File: src/rtl/bandai_eeprom_ctrl_if.sv
// Mapper-side register strobe bus and Microwire pins for the Bandai save EEPROM controller.
interface bandai_eeprom_ctrl_if;
    logic       IO_WE;
    logic [2:0] IO_ADDR;
    logic [7:0] IO_WDATA;
    logic [7:0] IO_RDATA;
    logic       EE_CS;
    logic       EE_SK;
    logic       EE_DI;
    logic       EE_DO;

    modport master (
        output IO_WE, IO_ADDR, IO_WDATA, EE_DO,
        input  IO_RDATA, EE_CS, EE_SK, EE_DI
    );

    modport slave (
        input  IO_WE, IO_ADDR, IO_WDATA, EE_DO,
        output IO_RDATA, EE_CS, EE_SK, EE_DI
    );
endinterface

File: src/rtl/bandai_eeprom_ctrl.sv
// 93C46-class (x16) Microwire controller behind console ports C4h-C8h:
// data/command/status registers, command/data framing and post-write ready polling.
module bandai_eeprom_ctrl #(
    parameter int unsigned SK_DIV    = 4,
    parameter int unsigned ADDR_BITS = 6,
    parameter int unsigned POLL_MAX  = 4096
) (
    input logic                 CLK,
    input logic                 RST,
    bandai_eeprom_ctrl_if.slave bus
);
    localparam int unsigned CMD_LEN = ADDR_BITS + 3;
    localparam int unsigned PER     = 2 * SK_DIV;
    localparam int unsigned CNT_MAX = (POLL_MAX > PER) ? POLL_MAX : PER;
    localparam int unsigned CNT_W   = $clog2(CNT_MAX + 1);
    localparam int unsigned BIT_W   = 4;

    typedef enum logic [2:0] {S_IDLE, S_CMD, S_DOUT, S_DIN, S_GAP, S_POLL, S_END} state_t;
    typedef enum logic [1:0] {OP_READ, OP_WRITE, OP_ERASE, OP_SHORT} op_t;

    state_t             state, state_n;
    op_t                op, op_n, start_op;
    logic [CNT_W-1:0]   cnt, cnt_n;
    logic [BIT_W-1:0]   bitn, bit_n;
    logic [14:0]        sh, sh_n;
    logic [15:0]        rbuf, rbuf_n;
    logic [15:0]        wdata, cmd;
    logic               done, done_n, timeout, timeout_n;
    logic               cs, cs_n, sk, sk_n, di, di_n;
    logic               do_s1, do_s2;
    logic               idle, start, period_end;
    logic [7:0]         rdata;

    assign idle  = (state == S_IDLE);
    assign start = idle && bus.IO_WE && (bus.IO_ADDR == 3'd4) && (|bus.IO_WDATA[7:4]);

    // Later assignments win: READ > WRITE > ERASE > SHORT.
    always_comb begin
        start_op = OP_SHORT;
        if (bus.IO_WDATA[6]) start_op = OP_ERASE;
        if (bus.IO_WDATA[5]) start_op = OP_WRITE;
        if (bus.IO_WDATA[4]) start_op = OP_READ;
    end

    // Host-visible data and command registers, frozen while a frame is running.
    always_ff @(posedge CLK or posedge RST) begin
        if (RST) begin
            wdata <= '0;
            cmd   <= '0;
        end else if (bus.IO_WE && idle) begin
            case (bus.IO_ADDR)
                3'd0:    wdata[7:0]  <= bus.IO_WDATA;
                3'd1:    wdata[15:8] <= bus.IO_WDATA;
                3'd2:    cmd[7:0]    <= bus.IO_WDATA;
                3'd3:    cmd[15:8]   <= bus.IO_WDATA;
                default: ;
            endcase
        end
    end

    always_ff @(posedge CLK or posedge RST) begin
        if (RST) begin
            state   <= S_IDLE;
            op      <= OP_READ;
            cnt     <= '0;
            bitn    <= '0;
            sh      <= '0;
            rbuf    <= '0;
            done    <= 1'b0;
            timeout <= 1'b0;
            cs      <= 1'b0;
            sk      <= 1'b0;
            di      <= 1'b0;
            do_s1   <= 1'b0;
            do_s2   <= 1'b0;
        end else begin
            state   <= state_n;
            op      <= op_n;
            cnt     <= cnt_n;
            bitn    <= bit_n;
            sh      <= sh_n;
            rbuf    <= rbuf_n;
            done    <= done_n;
            timeout <= timeout_n;
            cs      <= cs_n;
            sk      <= sk_n;
            di      <= di_n;
            do_s1   <= bus.EE_DO;
            do_s2   <= do_s1;
        end
    end

    // Counters restart on every state change; pin values are derived from the next state.
    always_comb begin
        state_n    = state;
        op_n       = op;
        cnt_n      = cnt + CNT_W'(1);
        bit_n      = bitn;
        sh_n       = sh;
        rbuf_n     = rbuf;
        done_n     = done;
        timeout_n  = timeout;
        cs_n       = 1'b0;
        sk_n       = 1'b0;
        di_n       = 1'b0;
        period_end = (cnt == CNT_W'(PER - 1));

        case (state)
            S_IDLE: begin
                cnt_n = '0;
                bit_n = '0;
                if (start) begin
                    op_n      = start_op;
                    done_n    = 1'b0;
                    timeout_n = 1'b0;
                    state_n   = S_CMD;
                end
            end
            S_CMD: if (period_end) begin
                cnt_n = '0;
                if (bitn == BIT_W'(CMD_LEN - 1)) begin
                    bit_n = '0;
                    case (op)
                        OP_READ:  state_n = S_DIN;
                        OP_WRITE: state_n = S_DOUT;
                        OP_ERASE: state_n = S_GAP;
                        default:  state_n = S_END;
                    endcase
                end else begin
                    bit_n = bitn + BIT_W'(1);
                end
            end
            S_DOUT: if (period_end) begin
                cnt_n = '0;
                if (bitn == BIT_W'(15)) begin
                    bit_n   = '0;
                    state_n = S_GAP;
                end else begin
                    bit_n = bitn + BIT_W'(1);
                end
            end
            S_DIN: if (period_end) begin
                cnt_n = '0;
                sh_n  = {sh[13:0], do_s2};
                if (bitn == BIT_W'(15)) begin
                    bit_n   = '0;
                    rbuf_n  = {sh, do_s2};
                    state_n = S_END;
                end else begin
                    bit_n = bitn + BIT_W'(1);
                end
            end
            S_GAP: if (period_end) begin
                cnt_n   = '0;
                state_n = S_POLL;
            end
            S_POLL: begin
                if (do_s2) begin
                    cnt_n   = '0;
                    state_n = S_END;
                end else if (cnt == CNT_W'(POLL_MAX - 1)) begin
                    cnt_n     = '0;
                    timeout_n = 1'b1;
                    state_n   = S_END;
                end
            end
            S_END: begin
                cnt_n   = '0;
                done_n  = 1'b1;
                state_n = S_IDLE;
            end
            default: state_n = S_IDLE;
        endcase

        case (state_n)
            S_CMD: begin
                cs_n = 1'b1;
                sk_n = (cnt_n >= CNT_W'(SK_DIV));
                di_n = cmd[BIT_W'(CMD_LEN - 1) - bit_n];
            end
            S_DOUT: begin
                cs_n = 1'b1;
                sk_n = (cnt_n >= CNT_W'(SK_DIV));
                di_n = wdata[BIT_W'(15) - bit_n];
            end
            S_DIN: begin
                cs_n = 1'b1;
                sk_n = (cnt_n >= CNT_W'(SK_DIV));
            end
            S_POLL:  cs_n = 1'b1;
            default: ;
        endcase
    end

    always_comb begin
        case (bus.IO_ADDR)
            3'd0:    rdata = rbuf[7:0];
            3'd1:    rdata = rbuf[15:8];
            3'd2:    rdata = cmd[7:0];
            3'd3:    rdata = cmd[15:8];
            3'd4:    rdata = {5'b00000, timeout, idle, done};
            default: rdata = 8'hFF;
        endcase
    end

    assign bus.IO_RDATA = rdata;
    assign bus.EE_CS    = cs;
    assign bus.EE_SK    = sk;
    assign bus.EE_DI    = di;
endmodule

File: src/flat_wrapper.sv
// flat-port wrapper written by rule: the top's interface ports become plain ports
module bandai_eeprom_ctrl_flat 
#(
    parameter int unsigned SK_DIV    = 4,
    parameter int unsigned ADDR_BITS = 6,
    parameter int unsigned POLL_MAX  = 4096
)
  (CLK, RST, bus_IO_WE, bus_IO_ADDR, bus_IO_WDATA, bus_EE_DO, bus_IO_RDATA, bus_EE_CS, bus_EE_SK, bus_EE_DI);
  bandai_eeprom_ctrl_if bus_i ();
  input logic CLK;
  input logic RST;
  input wire logic [$bits(bus_i.IO_WE)-1:0] bus_IO_WE;
  input wire logic [$bits(bus_i.IO_ADDR)-1:0] bus_IO_ADDR;
  input wire logic [$bits(bus_i.IO_WDATA)-1:0] bus_IO_WDATA;
  input wire logic [$bits(bus_i.EE_DO)-1:0] bus_EE_DO;
  output wire logic [$bits(bus_i.IO_RDATA)-1:0] bus_IO_RDATA;
  output wire logic [$bits(bus_i.EE_CS)-1:0] bus_EE_CS;
  output wire logic [$bits(bus_i.EE_SK)-1:0] bus_EE_SK;
  output wire logic [$bits(bus_i.EE_DI)-1:0] bus_EE_DI;
  assign bus_i.IO_WE = bus_IO_WE;
  assign bus_i.IO_ADDR = bus_IO_ADDR;
  assign bus_i.IO_WDATA = bus_IO_WDATA;
  assign bus_i.EE_DO = bus_EE_DO;
  assign bus_IO_RDATA = bus_i.IO_RDATA;
  assign bus_EE_CS = bus_i.EE_CS;
  assign bus_EE_SK = bus_i.EE_SK;
  assign bus_EE_DI = bus_i.EE_DI;
  bandai_eeprom_ctrl #(.SK_DIV(SK_DIV), .ADDR_BITS(ADDR_BITS), .POLL_MAX(POLL_MAX)) u_core (.CLK(CLK), .RST(RST), .bus(bus_i));
endmodule
File: config.mk
export PLATFORM = sky130hd
export DESIGN_NAME = bandai_eeprom_ctrl_flat
export DESIGN_NICKNAME = d
export VERILOG_FILES = /design/src/rtl/bandai_eeprom_ctrl_if.sv /design/src/rtl/bandai_eeprom_ctrl.sv /design/src/flat_wrapper.sv
export SDC_FILE = /design/constraint.sdc
export NUM_CORES = 1
export LEC_CHECK = 0
export CAP_MARGIN = 20
export CELL_PAD_IN_SITES_DETAIL_PLACEMENT = 0
export CELL_PAD_IN_SITES_GLOBAL_PLACEMENT = 1
export CORE_MARGIN = 1
export CORE_UTILIZATION = 43
export DETAILED_ROUTE_END_ITERATION = 7
export PLACE_DENSITY_LB_ADDON = 0.1
export SYNTH_ARGS = -nofsm -noshare
export SYNTH_HDL_FRONTEND = slang
export SYNTH_SLANG_ARGS = --single-unit
File: constraint.sdc
create_clock -name CLK -period 3.6 [get_ports CLK]
set_clock_uncertainty 0.2 [all_clocks]
set_input_delay 0.54 -clock CLK [delete_from_list [all_inputs] [get_ports CLK]]
set_output_delay 0.54 -clock CLK [all_outputs]
set_load 0.01 [all_outputs]
; After elaboration in Yosys (flattened, before gate mapping)
; Index checks and enable logic that the tools add are counted.
[word_totals]
elab_cells = 107
ff_bits = 92
input_bits = 15
[op_classes]
reduce_logical = 23
magnitude_cmp = 3
add_sub_neg = 4
n_eq_ne = 23
n_mux = 37
[ops]
columns = op, n
row1 = case mux 8 bit (5 select lines), 1
row2 = two-way mux 13 bit, 3
row3 = case mux 13 bit (3 select lines), 1
row4 = two-way mux 3 bit, 10
row5 = == test 3 x 2 -> 1 bit (second input constant), 6
row6 = case mux 3 bit (6 select lines), 1
row7 = two-way mux 4 bit, 4
row8 = == test 3 bit (second input constant), 5
row9 = AND reduction 2 bit, 7
row10 = adder 13 x 1 -> 13 bit (second input constant), 1
row11 = == test 13 x 12 -> 1 bit (second input constant), 1
row12 = == test 13 x 3 -> 1 bit (second input constant), 1
row13 = >= comparator 13 x 3 -> 1 bit (second input constant), 1
row14 = case mux 4 bit (3 select lines), 1
row15 = OR reduction 4 bit, 3
row16 = < comparator 4 x 5 -> 1 bit (second input constant), 2
row17 = == test 3 x 1 -> 1 bit (second input constant), 3
row18 = case mux 3 bit (3 select lines), 1
row19 = binary-select mux 1 bit (select 4 bit), 2
row20 = == test 4 bit (second input constant), 2
row21 = two-way mux 1 bit, 8
row22 = subtractor 4 bit (first input constant), 2
row23 = logical NOT 3 bit, 2
row24 = case mux 1 bit (2 select lines), 3
row25 = 13 further kinds, 19

; Logic depth before layout (Yosys ltp)
[depth]
ltp_word = 9
depth_mapped = 16
mapped_depth_nobuf = 14

; Least setup slack after synthesis
; No wires, ideal clock.
[synth_timing]
path_type = reg-to-reg
start = register u_core.cnt[0]
end = register u_core.di (netlist: u_core.bus.EE_DI)
setup_slack_ps = 144
t_arrival_ps = 3128
period_less_slack_ps = 3456
path_stages_with_launch = 13
setup_time_ps = 128
cell_sequence = dfrtp_1 > ha_1 > and3b_1 > nand4_1 > mux2_2 > a21oi_1 > inv_1 > ha_1 > or4_1 > and2_1 > a2111oi_2 > nor3_1 > o21bai_1
[synth_between]
elab_chain_len = 7
word_cells_on_any_way = 21
cone_classes = add/sub (2) / eq/ne (4) / mux (15)
[synth_lines]
columns = item, line
row1 = start: declaration, bandai_eeprom_ctrl.sv:23  ; logic [CNT_W-1:0] cnt, cnt_n;
row2 = start signal: assignment, bandai_eeprom_ctrl.sv:79  ; cnt <= cnt_n;
row3 = == test 13 x 3 -> 1 bit *, bandai_eeprom_ctrl.sv:106  ; period_end = (cnt == CNT_W'(PER - 1));
row4 = "two-way mux 4 bit, on equally long branches", "bandai_eeprom_ctrl.sv:133, bandai_eeprom_ctrl.sv:119"
row5 = case mux 4 bit (3 select lines) *, bandai_eeprom_ctrl.sv:108  ; case (state)
row6 = via u_core.bit_n[1], bandai_eeprom_ctrl.sv:24  ; logic [BIT_W-1:0] bitn, bit_n;
row7 = "subtractor 4 bit, on equally long branches", "bandai_eeprom_ctrl.sv:184, bandai_eeprom_ctrl.sv:179"
row8 = "binary-select mux 1 bit (select 4 bit), on equally long branches", "bandai_eeprom_ctrl.sv:184, bandai_eeprom_ctrl.sv:179"
row9 = "two-way mux 1 bit, on equally long branches", "bandai_eeprom_ctrl.sv:184, bandai_eeprom_ctrl.sv:179"
row10 = case mux 1 bit (2 select lines) *, bandai_eeprom_ctrl.sv:175  ; case (state_n)
row11 = via u_core.di_n, bandai_eeprom_ctrl.sv:29  ; logic cs, cs_n, sk, sk_n, di, di_n;
row12 = end signal: assignment, bandai_eeprom_ctrl.sv:87  ; di <= di_n;
row13 = end: declaration, bandai_eeprom_ctrl.sv:29
; The timed path passes the listed nets; every way through them passes the cells marked *. The select of a mux whose other input is x is not followed.
; A chain may end at the register's enable or synchronous reset.

; Final worst setup path
[layout_timing]
start = register u_core.cnt[3]
end = register u_core.di (netlist: u_core.bus.EE_DI)
; Same word-level chain as after synthesis.

==> out/summary.md <==
The worst setup path is captured at a flop. The number of enable flip-flop cells after synthesis was 0; the final hold violation count was 0. Depth of the worst register-to-register path: 11. Along the worst hold path, the cell count comes to 0.

The first detailed-routing pass took 4 iterations. The first global-routing pass estimated 17.8 mm of wire. Port buffering added 25 buffers.

Summed over all cells, the static leakage comes to 2.47 nW. The average wire per cell in the routed design works out to 17.6 um. Die width: 107 um. The met2 routing resource usage after global routing was 30.8%; the number of nets in the final layout was 503. For this configuration, the core starts out at a cell density of 45.0%.

The cell type contributing the most total cell area after synthesis is dfrtp_1. The logs give 0 for the antenna violation net count after detailed routing and 0 for the total DRC errors in the routed layout. At the later pin of the worst-skew pair, clock insertion delay measures 380 ps.

The synthesized netlist occupies a cell area of 0.00473 mm2. The run finished with clean final reports. Data arrives at the worst endpoint at 3520 ps. The clock passes through at most 2 buffers.

The peak ir drop on the vdd network came out at 0.000417 V. The utilization after layout is 53.7%. For the pin with the worst max-slew slack, the measured transition is 705 ps.

The post-route netlist has 29.4% of its cells at a drive strength greater than 1. Number of top-level design ports: 26. The type of the worst setup path was flop to flop.

The hold path endpoint was u_core.do_s2. Via density per instance: 5.57. During synthesis, Yosys emitted a total of 0 warnings. In this run the critical register-to-register path is launched from u_core.cnt[3]. Counting stages on the worst path, the most repeated cell is or4_4. Hold repair after CTS inserted 0 buffers. After legalization and detailed placement, the total HPWL measured 8.03 mm. The run gives 3405 as the number of global-route vias before repair. Max-cap violations in this run came to 0.

The cell count after placement was 606. The final critical-path required period works out to 3460 ps. Setup repair after global routing left no endpoint under its margin. The final critical-path share of the clock period was 96.2%; the core outline area was 0.0105 mm2. For this run, the leading register cell type out of synthesis is dfrtp_1.

The logs give 29.4% for the met1 track utilization from global routing and 58 for the number of distinct standard cells referenced by the synthesized netlist. Summing over every cut layer, the via total after detailed routing is 3481. Clock-pin slew was measured on the worst setup and hold paths at 100 ps. The critical path goes through nor4_4 -> nand4_1 -> or4_4 -> nand2_8 -> inv_6 -> ha_2 -> or4_4 -> and2_1 -> a2111oi_4 -> nor3_1 -> o21bai_1. For the post-synthesis sequential area ratio, the log shows 48.7%. Sorting the synthesized cells by how often they occur yields dfrtp_1 (92), mux2_2 (68), nor2_1 (32), o21ai_0 (20), nand2_1 (18). Counting the buffers created by CTS gives 9. Derived from the worst setup path, the maximum achievable clock frequency is 0.289 GHz. TritonCTS built the clock tree. STA puts the critical path data required time at 3660 ps.

The tools report the cell at the root of the clock tree as clkbuf_8. The run gives 0 as the number of pins with negative max-slew slack in the final report. In this run the worst path has a maximum fanout of 3. For the routed wire length, the log shows 11.0 mm. The slowest library cell on the worst path is or4_4. The congestion estimate from routability-driven global placement came to 0.819. The met3 routing resource usage after global routing came out at 5.47%. Counting flops with an async set or reset pin after synthesis yields a share of 100%. The synthesized area per cell works out to 11.1 um2.

In this design, the stage delay of the slowest critical-path cell is 610 ps. Synthesis produced a netlist with a net count of 447. The H-tree was split into 3 levels. The filler cell count was 939.

The area overhead of the layout relative to synthesis was 19.3%. The worst setup path is launched from a flop. The total setup violations reported at the end of the flow was 0; the overall routing resource usage was 20.7%. The clock drives 92 sinks.

Synthesis inferred 92 register bits. After global routing the overflow that remains totals 0. The chip height was 107 um.

The die covers 0.0114 mm2. The number of antenna diodes in the final layout is 0. Dividing total power by cell area gives a power density of 520 mW/mm2. Entering global routing, the biggest net connects 61 pins. The reg-to-reg setup timing slack came out at 140 ps. The path category of the worst min-delay check is flop to flop.

The worst register-to-register path ends at u_core.bus.EE_DI. The tools report the number of antenna violations at the first check in global routing as 0. The worst hold path begins at u_core.do_s1. Prior to clock tree synthesis, the placed netlist has a worst setup slack of -13.7 ps.

In this run the tightest slew margin relative to its limit is 52.7%. The run gives 131 as the number of design-rule violations left by the first detailed-router iteration. The most used routing layer is met2. The tools report the smallest setup slack after layout as 136 ps. The initialized floorplan defines 37 standard-cell rows. After synthesis, the largest area contributor takes up 48.7% of total cell area. The count of mapped cells out of synthesis came out at 428. The most common cell in the synthesized netlist is dfrtp_1.

Leaving out filler cells and counting taps, the final layout contains 625. Yosys attributes the largest share of cell area to dfrtp_1 (49%), mux2_2 (16%), nor2_1 (2.5%), o21ai_0 (2.1%), a21oi_1 (1.5%).
[state kept, by name (all words and copies together), names as in the netlist]
register and flops:
u_core.do_s2 1, u_core.done 1, u_core.do_s1 1, u_core.bus.EE_CS 1
u_core.timeout 1, u_core.bus.EE_DI 1, u_core.sh 15, u_core.op 2
u_core.bus.EE_SK 1, u_core.bitn 4, u_core.cmd 16, u_core.state 3
u_core.rbuf 16, u_core.wdata 16, u_core.cnt 13
[what timing repair did]
item                       in CTS  in global routing
pin swaps                       0                  4
setup endpoints to repair       1                  1
gates resized for setup         2                  8
buffers inserted                0                  3
[critical path, delay by kind of cell, from the launching register on]
family,cells,cell delay (ps)
simple gates,7,2060
compound gates,2,460
flops,1,420
fa+ha+maj,1,160
buf+inv,1,30
[report_power, final]
group | internal, mW | switching, mW | total, mW | leakage [nW]
registers | 1.20 | 0.113 | 1.31 | 1.20
clock network | 0.334 | 0.404 | 0.738 | 0.104
logic | 0.454 | 0.435 | 0.888 | 1.17
total | 1.99 | 0.951 | 2.94 | 2.47
[per-layer routing]
metal / wire length [um] / up-vias
met5: 0 / -
met1: 5420 / 1703
met4: 141 / 0
met2: 5020 / 70
met3: 424 / 15
li1: - / 1693
[logic make-up after synthesis]
group / Yosys count / synth area share, %
simple gates: 129 / 15.3
flops: 92 / 48.7
mux: 77 / 18.7
compound gates: 76 / 10.5
buf+inv: 37 / 3.41
xor+xnor: 13 / 2.41
fa+ha+maj: 4 / 1.06
[worst max-delay path by stage]
stage	startpoint	end	depth (start not counted)
floorplan	u_core.cnt[0]	u_core.bus.EE_DI	12
global placement	u_core.cnt[0]	u_core.bus.EE_DI	12
detailed placement	u_core.cnt[0]	u_core.bus.EE_DI	12
CTS	u_core.cnt[0]	u_core.bus.EE_DI	12
global route	u_core.cnt[3]	u_core.bus.EE_DI	11
finish	u_core.cnt[3]	u_core.bus.EE_DI	11
[cells in the final DEF, fill, tap and decap left out, drive strengths merged, types with 11 or more instances in the layout]
master,instances
nor2,32
mux2,68
nand2,19
inv,17
nand3,11
o21ai,22
a21oi,14
buf,43
clkdlybuf4s50,25
nor3,13
dfrtp,92
[layout make-up]
cell class / instances / area [um2] / area share, %
repair buffers: 68 / 589 / 10.4
clock inverters: 7 / 82.6 / 1.46
well taps: 136 / 170 / 3.02
multi-input cells: 299 / 2320 / 41.0
inverters: 14 / 58.8 / 1.04
flip-flops and latches: 92 / 2300 / 40.8
clock buffers: 9 / 124 / 2.20
[through the flow]
stage	total power [mW]	area (um2)	hold slack [ps]	setup TNS [ps]
CTS	2.91	5580	167	0
global placement	2.14	5370	136	0
finish	2.94	5640	161	0
floorplan	1.88	4730	131	0
global route	3.10	5640	176	0
detailed placement	2.16	5370	148	-13.7
(Power assumes the default switching activity.)
